==> config.mk <==
export PLATFORM = sky130hd
export DESIGN_NAME = wb_bus_arbiter
export DESIGN_NICKNAME = d
export VERILOG_FILES = /design/src/rtl/wb_bus_arbiter_pkg.sv /design/src/rtl/wb_addr_decode.sv /design/src/rtl/wb_bus_arbiter.sv
export SDC_FILE = /design/constraint.sdc
export NUM_CORES = 1
export LEC_CHECK = 0
export CAP_MARGIN = 25
export CORE_AREA = 5 5 198 200
export DETAILED_ROUTE_END_ITERATION = 10
export DIE_AREA = 0 0 203 205
export PLACE_DENSITY = 0.4
export SYNTH_ARGS = -nofsm -noshare
export SYNTH_HDL_FRONTEND = slang
export SYNTH_HIERARCHICAL = 1
export SYNTH_SLANG_ARGS = --single-unit
==> constraint.sdc <==
create_clock -name wb_clk_i -period 7.75 [get_ports wb_clk_i]
set_clock_uncertainty 0.2 [all_clocks]
set_input_delay 2.325 -clock wb_clk_i [delete_from_list [all_inputs] [get_ports wb_clk_i]]
set_output_delay 2.325 -clock wb_clk_i [all_outputs]
set_load 0.03 [all_outputs]
==> src/rtl/wb_bus_arbiter_pkg.sv <==
// Purpose : shared address map, slave indices and request bundle for the Wishbone arbiter.
// Latency : n/a (constants and types only).
// Backpressure: n/a.
//
// The address-map macros double as the shared defines: any file compiled after
// this one can use `CLINT_BASE, `UART_BASE and the `SLV_* indices.
`ifndef WB_BUS_DEFINES
`define WB_BUS_DEFINES
`define CLINT_BASE 32'h0200_0000
`define UART_BASE  32'h1000_0000
`define SLV_RAM    0
`define SLV_UART   1
`define SLV_CLINT  2
`endif

package wb_bus_arbiter_pkg;

    localparam int NUM_SLV = 3;
    localparam int WAIT_W  = 8;

    // One master's request side, muxed as a unit by the grant logic.
    typedef struct packed {
        logic        cyc;
        logic        stb;
        logic        we;
        logic [31:0] adr;
        logic [31:0] dat;
        logic [3:0]  sel;
    } wb_req_t;

endpackage

==> src/rtl/wb_addr_decode.sv <==
// Purpose : maps a bus address onto a one-hot slave select (RAM / UART / CLINT).
// Latency : purely combinational, zero cycles.
// Backpressure: none; no state.
//
// Ports: adr (address of the granted master), slv_sel (one-hot, indexed by `SLV_*).
module wb_addr_decode
    import wb_bus_arbiter_pkg::*;
#(
    parameter logic [31:0] CLINT_MASK = 32'hFFFF_0000,
    parameter logic [31:0] UART_MASK  = 32'hFFFF_F000
) (
    input  logic [31:0]        adr,
    output logic [NUM_SLV-1:0] slv_sel
);

    // CLINT is checked first so an overlapping UART window can never shadow it.
    always_comb begin
        slv_sel = '0;
        if ((adr & CLINT_MASK) == `CLINT_BASE) begin
            slv_sel[`SLV_CLINT] = 1'b1;
        end else if ((adr & UART_MASK) == `UART_BASE) begin
            slv_sel[`SLV_UART] = 1'b1;
        end else begin
            slv_sel[`SLV_RAM] = 1'b1;
        end
    end

endmodule

==> src/rtl/wb_bus_arbiter.sv <==
// Purpose : 2-master / 3-slave Wishbone arbiter with round-robin grant and ack timeout.
// Latency : one cycle to grant from IDLE; ack/data pass through combinationally.
// Backpressure: slave ack stalls the master; no ack for TIMEOUT wait cycles returns err.
//
// Ports: wb_clk_i/wb_rst_n_i; m0_* (instruction fetch) and m1_* (data) Wishbone
// masters; s0_* RAM, s1_* UART, s2_* CLINT Wishbone slaves.
module wb_bus_arbiter
    import wb_bus_arbiter_pkg::*;
#(
    parameter int          TIMEOUT    = 255,
    parameter logic [31:0] CLINT_MASK = 32'hFFFF_0000,
    parameter logic [31:0] UART_MASK  = 32'hFFFF_F000
) (
    input  logic        wb_clk_i,
    input  logic        wb_rst_n_i,
    // master 0
    input  logic        m0_cyc_i,
    input  logic        m0_stb_i,
    input  logic        m0_we_i,
    input  logic [31:0] m0_adr_i,
    input  logic [31:0] m0_dat_i,
    input  logic [3:0]  m0_sel_i,
    output logic [31:0] m0_dat_o,
    output logic        m0_ack_o,
    output logic        m0_err_o,
    // master 1
    input  logic        m1_cyc_i,
    input  logic        m1_stb_i,
    input  logic        m1_we_i,
    input  logic [31:0] m1_adr_i,
    input  logic [31:0] m1_dat_i,
    input  logic [3:0]  m1_sel_i,
    output logic [31:0] m1_dat_o,
    output logic        m1_ack_o,
    output logic        m1_err_o,
    // slave 0 (RAM)
    output logic        s0_cyc_o,
    output logic        s0_stb_o,
    output logic        s0_we_o,
    output logic [31:0] s0_adr_o,
    output logic [31:0] s0_dat_o,
    output logic [3:0]  s0_sel_o,
    input  logic [31:0] s0_dat_i,
    input  logic        s0_ack_i,
    // slave 1 (UART)
    output logic        s1_cyc_o,
    output logic        s1_stb_o,
    output logic        s1_we_o,
    output logic [31:0] s1_adr_o,
    output logic [31:0] s1_dat_o,
    output logic [3:0]  s1_sel_o,
    input  logic [31:0] s1_dat_i,
    input  logic        s1_ack_i,
    // slave 2 (CLINT)
    output logic        s2_cyc_o,
    output logic        s2_stb_o,
    output logic        s2_we_o,
    output logic [31:0] s2_adr_o,
    output logic [31:0] s2_dat_o,
    output logic [3:0]  s2_sel_o,
    input  logic [31:0] s2_dat_i,
    input  logic        s2_ack_i
);

    typedef enum logic [1:0] {
        ST_IDLE   = 2'd0,
        ST_GNT_M0 = 2'd1,
        ST_GNT_M1 = 2'd2
    } state_t;

    localparam logic [WAIT_W-1:0] TIMEOUT_CNT = WAIT_W'(TIMEOUT);

    state_t              state, state_nxt;
    logic                last_m1, last_m1_nxt;   // 1: master 1 held the most recent grant
    logic [WAIT_W-1:0]   wait_cnt, wait_cnt_nxt;

    wb_req_t             m0_req, m1_req, g_req;
    logic                gnt_m0, gnt_m1, active;
    logic [NUM_SLV-1:0]  slv_sel, slv_cyc, slv_stb, ack_vec;
    logic                slv_ack, timeout_hit;
    logic [31:0]         slv_rdat;

    assign m0_req = '{cyc: m0_cyc_i, stb: m0_stb_i, we: m0_we_i,
                      adr: m0_adr_i, dat: m0_dat_i, sel: m0_sel_i};
    assign m1_req = '{cyc: m1_cyc_i, stb: m1_stb_i, we: m1_we_i,
                      adr: m1_adr_i, dat: m1_dat_i, sel: m1_sel_i};

    // ---------------- arbitration FSM ----------------
    always_ff @(posedge wb_clk_i or negedge wb_rst_n_i) begin
        if (!wb_rst_n_i) begin
            state    <= ST_IDLE;
            last_m1  <= 1'b0;      // master 0 counts as last, so master 1 wins the first tie
            wait_cnt <= '0;
        end else begin
            state    <= state_nxt;
            last_m1  <= last_m1_nxt;
            wait_cnt <= wait_cnt_nxt;
        end
    end

    always_comb begin
        state_nxt   = state;
        last_m1_nxt = last_m1;
        unique case (state)
            ST_IDLE: begin
                if (m0_cyc_i && m1_cyc_i) begin
                    if (last_m1) begin
                        state_nxt   = ST_GNT_M0;
                        last_m1_nxt = 1'b0;
                    end else begin
                        state_nxt   = ST_GNT_M1;
                        last_m1_nxt = 1'b1;
                    end
                end else if (m0_cyc_i) begin
                    state_nxt   = ST_GNT_M0;
                    last_m1_nxt = 1'b0;
                end else if (m1_cyc_i) begin
                    state_nxt   = ST_GNT_M1;
                    last_m1_nxt = 1'b1;
                end
            end
            ST_GNT_M0: if (!m0_cyc_i) state_nxt = ST_IDLE;
            ST_GNT_M1: if (!m1_cyc_i) state_nxt = ST_IDLE;
            default:   state_nxt = ST_IDLE;
        endcase
    end

    // A grant only drives the bus while its owner still holds cyc, so a master
    // dropping cyc takes the slave cycle down in the same clock.
    assign gnt_m0 = (state == ST_GNT_M0) && m0_cyc_i;
    assign gnt_m1 = (state == ST_GNT_M1) && m1_cyc_i;
    assign active = gnt_m0 || gnt_m1;

    always_comb begin
        g_req = '0;
        if (gnt_m0) begin
            g_req = m0_req;
        end else if (gnt_m1) begin
            g_req = m1_req;
        end
    end

    // ---------------- decode and slave routing ----------------
    wb_addr_decode #(
        .CLINT_MASK (CLINT_MASK),
        .UART_MASK  (UART_MASK)
    ) u_decode (
        .adr     (g_req.adr),
        .slv_sel (slv_sel)
    );

    // Timeout depends only on the counter, never on ack, so stb has no
    // combinational path back from the slave's ack.
    assign timeout_hit = active && g_req.stb && (wait_cnt == TIMEOUT_CNT);

    assign slv_cyc = {NUM_SLV{active}} & slv_sel;
    assign slv_stb = {NUM_SLV{active && g_req.stb && !timeout_hit}} & slv_sel;

    always_comb begin
        ack_vec             = '0;
        ack_vec[`SLV_RAM]   = s0_ack_i;
        ack_vec[`SLV_UART]  = s1_ack_i;
        ack_vec[`SLV_CLINT] = s2_ack_i;
    end

    // Only the decoded slave's ack counts, and only while a grant is live.
    assign slv_ack = active && |(ack_vec & slv_sel);

    always_comb begin
        slv_rdat = '0;
        if (active) begin
            if (slv_sel[`SLV_CLINT]) begin
                slv_rdat = s2_dat_i;
            end else if (slv_sel[`SLV_UART]) begin
                slv_rdat = s1_dat_i;
            end else begin
                slv_rdat = s0_dat_i;
            end
        end
    end

    // ---------------- wait counter ----------------
    always_comb begin
        wait_cnt_nxt = wait_cnt;
        if (!active || !g_req.stb || slv_ack || timeout_hit) begin
            wait_cnt_nxt = '0;
        end else if (wait_cnt != '1) begin
            wait_cnt_nxt = wait_cnt + 1'b1;
        end
    end

    // ---------------- master responses ----------------
    assign m0_ack_o = gnt_m0 && slv_ack;
    assign m1_ack_o = gnt_m1 && slv_ack;
    assign m0_err_o = gnt_m0 && timeout_hit && !slv_ack;   // a coincident ack wins
    assign m1_err_o = gnt_m1 && timeout_hit && !slv_ack;
    assign m0_dat_o = gnt_m0 ? slv_rdat : 32'h0;
    assign m1_dat_o = gnt_m1 ? slv_rdat : 32'h0;

    // ---------------- slave outputs ----------------
    assign s0_cyc_o = slv_cyc[`SLV_RAM];
    assign s1_cyc_o = slv_cyc[`SLV_UART];
    assign s2_cyc_o = slv_cyc[`SLV_CLINT];
    assign s0_stb_o = slv_stb[`SLV_RAM];
    assign s1_stb_o = slv_stb[`SLV_UART];
    assign s2_stb_o = slv_stb[`SLV_CLINT];

    assign s0_we_o  = g_req.we;
    assign s1_we_o  = g_req.we;
    assign s2_we_o  = g_req.we;
    assign s0_adr_o = g_req.adr;
    assign s1_adr_o = g_req.adr;
    assign s2_adr_o = g_req.adr;
    assign s0_dat_o = g_req.dat;
    assign s1_dat_o = g_req.dat;
    assign s2_dat_o = g_req.dat;
    assign s0_sel_o = g_req.sel;
    assign s1_sel_o = g_req.sel;
    assign s2_sel_o = g_req.sel;

endmodule
# --- Word-level counts from Yosys, hierarchy flattened ---
# Index checks and enable logic that the tools add are counted.
word_totals:
  inputBits: 243
  reg_bits: 11
op_classes:
  n_mux: 24
  eq_ne: 9
  bitwise_logic: 3
  reduce_logical: 27
  add_sub_neg: 1
ops:
  columns: ["operator", "n"]
  rows:
  - ["32-bit 2-to-1 mux", 5]
  - ["70-bit 2-to-1 mux", 2]
  - ["20-bit by 17-bit equality test with 1-bit output (second input constant)", 1]
  - ["16-bit by 10-bit equality test with 1-bit output (second input constant)", 1]
  - ["8-bit 2-to-1 mux", 2]
  - ["2-bit 2-to-1 mux", 7]
  - ["1-bit logical AND", 13]
  - ["3-bit AND", 3]
  - ["8-bit by 1-bit adder with 8-bit output (second input constant)", 1]
  - ["8-bit equality test (second input constant)", 1]
  - ["8-bit inequality test (second input constant)", 1]
  - ["1-bit 2-to-1 mux", 7]
  - ["2-bit one-hot mux with 3 select lines", 1]
  - ["1-bit zero test", 4]
  - ["1-bit logical OR", 4]
  - ["2-bit inequality test (second input constant)", 2]
  - ["4-bit inequality test (second input constant)", 1]
  - ["3-bit AND reduction", 1]
  - ["3-bit nonzero test", 1]
  - ["3-bit OR reduction", 1]
  - ["2-bit by 1-bit equality test with 1-bit output (second input constant)", 1]
  - ["2-bit equality test (second input constant)", 1]
  - ["2-bit zero test", 1]
  - ["2-bit AND reduction", 1]
  - ["2-bit nonzero test", 1]

# --- Longest topological paths before layout ---
depth:
  ltp_word: 13
  mapped_depth: 14

# --- Modules after synthesis ---
# Netlist, hierarchy kept.
by_module_without_submodules:
  columns: ["module", "area_per_inst_um2", "instances", "cells_per_inst"]
  rows:
  - ["wb_bus_arbiter", 3349.5, 1, 434]
  - ["wb_addr_decode", 85.1, 1, 12]

# --- Least setup slack after synthesis ---
# OpenSTA, ideal clock, no wires.
synth_path:
  path_type: "input port to output port"
  from: "in m0_cyc_i"
  to: "out m0_err_o"
  path_stages: 12
  t_arrival_ns: 5.166
  t_required_ns: 5.225
  path_buffers: 3
  setup_slack_ns: 0.059
  path_cell_list: "nor2b_1 and2_1 buf_2 buf_6 buf_6 a22o_1 nor4_2 nand4_1 a21o_1 a222oi_1 o2111ai_1 nor2_1"
synth_via:
  elab_chain_cells: 10
  elab_cells_between_ends: 17
  cone_classes: "eq/ne: 2; mux: 5; bitwise: 1; reduce/logical: 9"
synth_rtl:
  columns: ["item", "line", "source"]
  rows:
  - ["start: declaration", "wb_bus_arbiter.sv:17", "input logic m0_cyc_i,"]
  - ["1-bit logical AND (*)", "wb_bus_arbiter.sv:130", "assign gnt_m0 = (state == ST_GNT_M0) && m0_cyc_i;"]
  - ["70-bit 2-to-1 mux (*)", "wb_bus_arbiter.sv:136", "if (gnt_m0) begin"]
  - ["via s0_adr_o[27]", "wb_bus_arbiter.sv:40", "output logic [31:0] s0_adr_o,"]
  - ["20-bit by 17-bit equality test with 1-bit output (no line)", null, null]
  - ["1-bit 2-to-1 mux", "wb_addr_decode.sv:21", "end else if ((adr & UART_MASK) == `UART_BASE) begin"]
  - ["2-bit 2-to-1 mux (*)", "wb_addr_decode.sv:19", "if ((adr & CLINT_MASK) == `CLINT_BASE) begin"]
  - ["via slv_sel[0]", "wb_bus_arbiter.sv:79", "logic [NUM_SLV-1:0] slv_sel, slv_cyc, slv_stb, ack_vec;"]
  - ["3-bit AND (*)", "wb_bus_arbiter.sv:167", "assign slv_ack = active && |(ack_vec & slv_sel);"]
  - ["3-bit OR reduction (*)", "wb_bus_arbiter.sv:167", null]
  - ["1-bit logical AND (*)", "wb_bus_arbiter.sv:167", null]
  - ["1-bit zero test (*)", "wb_bus_arbiter.sv:195", "assign m0_err_o = gnt_m0 && timeout_hit && !slv_ack;"]
  - ["1-bit logical AND (*)", "wb_bus_arbiter.sv:195", null]
  - ["end: declaration", "wb_bus_arbiter.sv:25", "output logic m0_err_o,"]
# The timed path passes the listed nets; every way through them passes the cells marked *.

# --- Final worst setup path ---
layout_path:
  from: "in m0_cyc_i"
  to: "out m1_dat_o[7]"
layout_via:
  elab_chain_cells: 9
  elab_cells_between_ends: 12
  cone_classes: "eq/ne: 2; mux: 8; reduce/logical: 2"
layout_rtl:
  columns: ["item", "line", "source"]
  rows:
  - ["1-bit logical AND (*)", "wb_bus_arbiter.sv:130", null]
  - ["70-bit 2-to-1 mux (*)", "wb_bus_arbiter.sv:136", null]
  - ["20-bit by 17-bit equality test with 1-bit output (no line)", null, null]
  - ["1-bit 2-to-1 mux", "wb_addr_decode.sv:21", null]
  - ["2-bit 2-to-1 mux (*)", "wb_addr_decode.sv:19", null]
  - ["via slv_sel[1]", "wb_bus_arbiter.sv:79", null]
  - ["32-bit 2-to-1 mux (*)", "wb_bus_arbiter.sv:174", "end else if (slv_sel[`SLV_UART]) begin"]
  - ["32-bit 2-to-1 mux (*)", "wb_bus_arbiter.sv:172", "if (slv_sel[`SLV_CLINT]) begin"]
  - ["32-bit 2-to-1 mux (*)", "wb_bus_arbiter.sv:171", "if (active) begin"]
  - ["32-bit 2-to-1 mux (*)", "wb_bus_arbiter.sv:198", "assign m1_dat_o = gnt_m1 ? slv_rdat : 32'h0;"]
  - ["end: declaration", "wb_bus_arbiter.sv:33", "output logic [31:0] m1_dat_o,"]
# Marked as above.

==> metrics.cfg <==
[status]
status = finished with violations
violations = setup timing

[synthesis]
syn-cell-area_um2 = 3430
netlist_instances = 446
async_flop_share = 1.00
yosys_warnings = 6
synth_cell_types = 41
synth_nets = 690
synth_flop_cell = dfrtp_1
synth-edff-count = 0
avgSynthCellArea_um2 = 7.70
ys_seq_area_frac = 0.0801
ys_ff_latch = 11

[clocking]
clk_pin_slew_worst_paths_ns = 0.04
numCtsBuffers = 3
cts_buffer_depth = 2
clock_latency_ns = 0.23
clock_sinks = 11
root_buffer = clkbuf_16
cts_htree_levels = 1
cts_tree = yes

[critical_path]
max_stage_delay_ns = 0.31
crit_path_end_kind = output pin
critPathTopFamily = buffers and inverters
critical_path.cell_chain = buf_6, nor2b_4, and2_4, buf_12, buf_8, a22o_4, nor4_4, nand4_1, buf_4, nor2_4, buf_12, buf_12, buf_16, mux2_4, mux2i_2, nor2_1, buf_4
worstSetupStartpointType = primary input
cp_max_fo = 8
path_class = in2out
r2r_slack_ns = 4.21
crit_top_cell = buf_12
worst-path-buf-inv = 8
crit_slowest_cell = mux2_4
cp.required_ns = 5.22
worstPathArrival_ns = 5.25

[floorplanning]
fp.dieW_um = 203
fp.dieArea_um2 = 41600
ios = 524
die_h_um = 205
initial_utilization = 0.0923
core_um2 = 37200
rows = 71

[sta]
hold_slack_ns = 0.289
final.period_utilization = 1.00
finalSetupTns_ns = -0.119
rsz0062_at_grt = true
tightest_slew_ns = 0.539
maxSlewViolCount = 0
finalHoldViolations = 0
fin_crit_ns = 7.78
fin_ws_ns = -0.0279
setup_viol_count_final = 11
relSlewSlack = 0.641
fmax_mhz = 129

[routing]
drt-met1-wl_um = 10700
viasPerCell = 3.69
wl_met3_um = 2470
wl_um = 29400
top_layer_used = met4
drc = 0
drt_pre_antenna_iters = 4
ant_nets = 0
dr.first_iter.drc_count = 168
wl_met2_um = 15500
num_vias = 5058
routedWlPerCell_um = 21.5

[pwr]
p_leak_nw = 3.82
switching_share = 0.488
comb_power_share = 0.876
powerDensity_nw_per_um2 = 134
p_seq_frac = 0.053
switching_power_mw = 0.637
vdd_drop_max_v = 0.0000588
p_clk_frac = 0.070
internal_power_mw = 0.670

[final_layout]
drive_above_1_share = 0.308
syn2layout_area_growth_pct = 183
nNetsFinal = 1138
stdcell_count = 1369
nFillCells = 3978
final_common_cell = clkdlybuf4s50_1
layout_common_cells = 442 x clkdlybuf4s50_1, 125 x buf_4, 58 x nor2_1

[grt]
grt_pass1_wl_um = 38900
grt_overflow = 0
grt_antenna_before_repair = 2
grt_use_total = 0.126
grt_pass1_vias = 5452
grt_start_max_net_pins = 37

[placement]
dp_slack_ns = -0.611
io_buffers = 523
dp_hpwl_um = 24400
place_inst = 1337
gp_congestion = 0.792

[worst_hold_path]
hold_class = reg2reg

[job]
max-cap-violations = 0

repair_timing:
action / in CTS / in global routing
resized for setup: 96 / 69
hold buffers: 0 / 0
buffers inserted: 17 / 5
pin swaps: 14 / 11
gates cloned: 6 / 0
setup endpoints to repair: 74 / 68
power by group through the flow:
stage / sequential, mW / clock (mW) / combinational, mW
6_report: 0.0697 / 0.0921 / 1.15
5_1_grt: 0.0710 / 0.0977 / 1.19
3_3_place_gp: 0.0701 / 0 / 1.05
2_1_floorplan: 0.0686 / 0 / 0.589
3_5_place_dp: 0.0699 / 0 / 1.04
4_1_cts: 0.0698 / 0.0949 / 1.13
through the flow:
stage | util | total power, mW | area [um2]
5_1_grt | 0.261 | 1.36 | 9730
2_1_floorplan | - | 0.657 | 3430
3_3_place_gp | 0.231 | 1.12 | 8600
3_5_place_dp | 0.231 | 1.11 | 8600
4_1_cts | 0.252 | 1.29 | 9390
6_report | 0.261 | 1.31 | 9730
Yosys cell counts, types with 4 or more instances:
cell type | count | area share
a21oi_1 | 4 | 0.0058
clkbuf_1 | 9 | 0.0098
nor3_1 | 4 | 0.0058
inv_1 | 4 | 0.0044
dfrtp_1 | 11 | 0.080
buf_2 | 17 | 0.025
mux2i_1 | 32 | 0.093
nor2_1 | 76 | 0.083
mux2_2 | 32 | 0.10
a22o_1 | 69 | 0.18
buf_4 | 138 | 0.30
flip-flops by register name, summed over array words and instances (netlist names):
| register | count |
|---|---|
| last_m1 | 1 |
| state | 2 |
| wait_cnt | 8 |
kinds of logic after synthesis:
group                      after synthesis  synth area share
DFF                                     11            0.0801
AOI/OAI and AO/OA                       86             0.210
xor gates and xnor gates                 3           0.00765
buffers and inverters                  174             0.354
and+or+nand+nor                        107             0.146
muxes                                   64             0.198
adders and majority gates                1           0.00364
final timing paths:
kind,cells past startpoint,from,to
max in group asynchronous,1,wb_rst_n_i,wait_cnt[5]$_DFFE_PN0P_
hold / removal,1,last_m1$_DFFE_PN0P_,state[1]$_DFFE_PN0P_
setup reg to reg,17,state[1]$_DFFE_PN0P_,wait_cnt[3]$_DFFE_PN0P_
min in group asynchronous,1,wb_rst_n_i,wait_cnt[2]$_DFFE_PN0P_
setup / recovery,17,m0_cyc_i,m1_dat_o[7]
hold reg to reg,1,last_m1$_DFFE_PN0P_,state[1]$_DFFE_PN0P_
routing by layer:
| metal | global-route usage | up-vias |
|---|---|---|
| met2 | 0.242 | 342 |
| li1 | - | 2340 |
| met5 | 0 | - |
| met3 | 0.0326 | 24 |
| met1 | 0.138 | 2352 |
| met4 | 0.0313 | 0 |
area by class of cell:
type                       instances  area [um2]  share of cell area
tap                              474         593              0.0609
clock buffer                       4        78.8             0.00810
timing repair buffer             612        6150               0.632
inverter                           5        18.8             0.00193
sequential                        11         275              0.0283
antenna                            2        5.00            0.000514
multi-input combinational        261        2610               0.268
Power figures use the tool's default switching activity.
